[config.mk]
export PLATFORM = sky130hd
export DESIGN_NAME = multi_digit_counter
export DESIGN_NICKNAME = d
export VERILOG_FILES = /design/src/rtl/multi_digit_counter.sv
export SDC_FILE = /design/constraint.sdc
export NUM_CORES = 1
export LEC_CHECK = 0
export CAP_MARGIN = 25
export CELL_PAD_IN_SITES_DETAIL_PLACEMENT = 1
export CELL_PAD_IN_SITES_GLOBAL_PLACEMENT = 2
export CORE_MARGIN = 2
export CORE_UTILIZATION = 31
export DETAILED_ROUTE_END_ITERATION = 8
export GPL_ROUTABILITY_DRIVEN = 0
export PLACE_DENSITY = 0.82
export SLEW_MARGIN = 20
export SYNTH_ARGS = -nofsm -noshare
export SYNTH_HDL_FRONTEND = slang
export SYNTH_SLANG_ARGS = --single-unit
export TNS_END_PERCENT = 5
[constraint.sdc]
create_clock -name clk -period 4 [get_ports clk]
set_input_delay 0.6 -clock clk [delete_from_list [all_inputs] [get_ports clk]]
set_output_delay 0.6 -clock clk [all_outputs]
set_load 0.05 [all_outputs]
[src/rtl/multi_digit_counter.sv]
// Cascaded modulo-(MAX+1) digit counter with up/down stepping, clamped parallel load
// and a registered full-wrap pulse. All digits advance together on a single clock edge.
module multi_digit_counter #(
  parameter int WIDTH  = 4,
  parameter int DIGITS = 4,
  parameter int MAX    = 9
) (
  input  logic                      clk,
  input  logic                      reset_n,
  input  logic                      enable,
  input  logic                      up_down,
  input  logic                      load,
  input  logic [DIGITS*WIDTH-1:0]   load_value,
  output logic [DIGITS*WIDTH-1:0]   count,
  output logic                      wrap,
  output logic                      at_term
);

  localparam logic [WIDTH-1:0] MAX_W = WIDTH'(MAX);

  logic [DIGITS*WIDTH-1:0] r_count;
  logic                    r_wrap;
  logic [DIGITS*WIDTH-1:0] w_step;
  logic [DIGITS*WIDTH-1:0] w_clamp;
  logic                    w_carry;
  logic                    w_all_max;
  logic                    w_all_zero;
  logic [WIDTH-1:0]        w_d;
  logic [WIDTH-1:0]        w_l;

  // Carry is evaluated across all digits in one pass so every digit moves on the same edge.
  // Out-of-range digits count as MAX on the way up (>=), so they roll to 0 and carry.
  always_comb begin
    w_step     = r_count;
    w_clamp    = '0;
    w_carry    = 1'b1;
    w_all_max  = 1'b1;
    w_all_zero = 1'b1;
    w_d        = '0;
    w_l        = '0;
    for (int unsigned i = 0; i < DIGITS; i++) begin
      w_d = r_count[i*WIDTH +: WIDTH];
      w_l = load_value[i*WIDTH +: WIDTH];
      w_clamp[i*WIDTH +: WIDTH] = (w_l > MAX_W) ? MAX_W : w_l;
      w_all_max  = w_all_max  & (w_d == MAX_W);
      w_all_zero = w_all_zero & (w_d == '0);
      if (up_down) begin
        if (w_carry)
          w_step[i*WIDTH +: WIDTH] = (w_d >= MAX_W) ? '0 : w_d + WIDTH'(1);
        w_carry = w_carry & (w_d >= MAX_W);
      end else begin
        if (w_carry)
          w_step[i*WIDTH +: WIDTH] = (w_d == '0) ? MAX_W : w_d - WIDTH'(1);
        w_carry = w_carry & (w_d == '0);
      end
    end
  end

  assign at_term = up_down ? w_all_max : w_all_zero;

  always_ff @(posedge clk or negedge reset_n) begin
    if (!reset_n) begin
      r_count <= '0;
      r_wrap  <= 1'b0;
    end else if (load) begin
      r_count <= w_clamp;
      r_wrap  <= 1'b0;
    end else if (enable) begin
      r_count <= w_step;
      r_wrap  <= at_term;
    end else begin
      r_wrap  <= 1'b0;
    end
  end

  assign count = r_count;
  assign wrap  = r_wrap;

endmodule
==> qor.csv <==
metric,value,unit
layout cells sized above 1,7.722,%
vias in the first global route,1824,
total gr overflow,0,
largest area contributor in the netlist,dfrtp_1,
"FF+latch count, synth",17,
CP Class,input port to output port,
fin crit share,75.14,%
TritonCTS buffer count,3,
routed len/inst,16.09,um
critical path peak fanout,22,
worst r2r src,count[0],
initial core utilization,32.41,%
Crit path required time,3.40,ns
Via Count,1820,
yosys warns,0,
Post-CTS Setup Inserts,0,
endpoint type of the worst setup path,output port,
synth top area cells,"dfrtp_1 (24%), ha_1 (9.1%), o21ai_0 (6.1%)",
Critical Path AT,2.41,ns
final worst path period need,3.006,ns
largest net degree at the start of global routing,28,
"Seq/Total Area, Yosys",23.69,%
Pre-antenna DRT Iters,4,
CTS Root Cell,clkbuf_8,
asr flop ratio synth,100.0,%
area delta synth->final,25.64,%
Commonest cells post-synth,"nand2_1 (22), o21ai_0 (22), inv_1 (19)",
hold_ws,0.6318,ns
DRC viols,0,
TritonCTS Sinks,17,
CTS tree,done,
hold path depth,2,
Static Leak,0.8982,nW
Reg2Reg Depth,7,
number of max-cap violations,0,
Synth Flop Type,dfrtp_1,
clock slew at reported path FFs,0.07,ns
r2r setup slk,1.54,ns
outcome,"complete, no violations",
Max Slew Vio Count,0,
Hold Crit Class,register to register,
Cells after Synth,229,
CTS resizes,0,
placed wire-length estimate,3945,um
CTS Hold Bufs,0,
chip height,80.11,um
Mapped Nets,263,
Layout Utilization,40.72,%
Core ar.,5540,um2
die span in x,80.11,um
setup tns final,0,ns
RSZ-0062 raised after global routing,false,
Final Hold Fails,0,
mapped cell area,1795,um2
Synth cell types,53,
Die ar.,6417,um2
Clock Latency Late Sink,0.26,ns
pwr/cell area,321.4,nW/um2
top-area cell type share of the netlist area,23.69,%
maximum clock path buffer count,2,
Max Clk Rate,332.7,MHz
max_slew headroom,43.62,%
io pins,39,
clock skew,0.005421,ns
Final Net Count,294,
"antenna viol nets, final",0,
final setup vio count,0,
Worst Setup SP,up_down,
initial antenna violation count,0,
total track usage,17.61,%
Final Cell Area,2256,um2
VDD IR-drop max,0.1065,mV
"Avg Cell Area, Syn",7.840,um2
Least-Margin Pin Slew,0.8431,ns
DRT Wirelength,5326,um
number of synthesized flops with an enable pin,0,
min-delay src,count[13],
Placed Area,2210,um2
Tot Pwr,725.1,uW
Rows,27,
vias per cell,5.498,
DR iter-0 viols,90,
first-pass GRT wire length,8942,um
Port Buf Inserts,38,
startpoint types,input port,
antenna cells,0,
H-tree depth,1,
## worst paths after layout
path                                  end
worst max-delay path              at_term
worst min-delay path            count[13]
worst max register to register  count[12]
worst min register to register  count[13]
max in group asynchronous       count[13]
min in group asynchronous        count[5]
## flip-flops by register name, summed over array words and instances, names as in the netlist
| signal | cells |
|---|---|
| wrap | 1 |
| count | 16 |
## per-layer routing
metal,track usage [%],vias to the layer above,share of wire [%]
li1,-,903,-
met1,24.05,886,48
met2,29.92,27,49
met3,1.348,4,1.9
met4,4.576,0,1.0
met5,0,-,0
## critical path: stages
cell and delay [ns]:
clkdlybuf4s50_1 0.99, nand3_1 0.14, nor3_1 0.18, nand4_1 0.16, nand2_1 0.13, buf_4 0.20
## per-stage QoR
step | std cells | setup slack [ns]
2_1_floorplan | 229 | 1.409
3_3_place_gp | 327 | 1.070
3_5_place_dp | 327 | 1.027
4_1_cts | 331 | 0.9603
5_1_grt | 331 | 0.7900
6_report | 331 | 0.9943
## report_power, final
| part | switching, mW | leakage, nW | internal (mW) |
|---|---|---|---|
| clock | 0.0693 | 0.0255 | 0.0695 |
| sequential | 0.0489 | 0.206 | 0.191 |
| combinational | 0.204 | 0.667 | 0.143 |
## logic make-up after synthesis
family                   after synthesis  synth area share, %
multiplexers                           3                1.812
flip-flops                            17                23.69
AND/OR/NAND/NOR                       77                24.32
XOR/XNOR                               3                1.464
adder cells (fa/ha/maj)               13                9.059
buffers and inverters                 34                8.223
AO/OA/AOI/OAI                         82                31.43
## cell type report
| cell class | count | area, um2 |
|---|---|---|
| inverter | 19 | 71.32 |
| clock buffer | 3 | 41.29 |
| tap | 72 | 90.09 |
| clock inverter | 1 | 5.005 |
| multi-input combinational | 178 | 1222 |
| timing repair buffer | 41 | 400.4 |
| fill | 695 | 3284 |
| sequential | 17 | 425.4 |
## layout by cell type, fill, tap and decap left out, types with 4 or more instances in the layout
cell,instances
nand2_1,22
clkdlybuf4s50_1,37
nor2b_1,5
o211ai_1,8
inv_1,19
nor2_1,10
buf_4,4
nor3_1,5
ha_1,13
nand3_1,6
a31oi_1,6
a21oi_1,17
dfrtp_1,17
o21ai_0,22
o21bai_1,4
nand3b_1,5
o21a_1,4
Note: power is estimated with default switching activity, not from simulation.
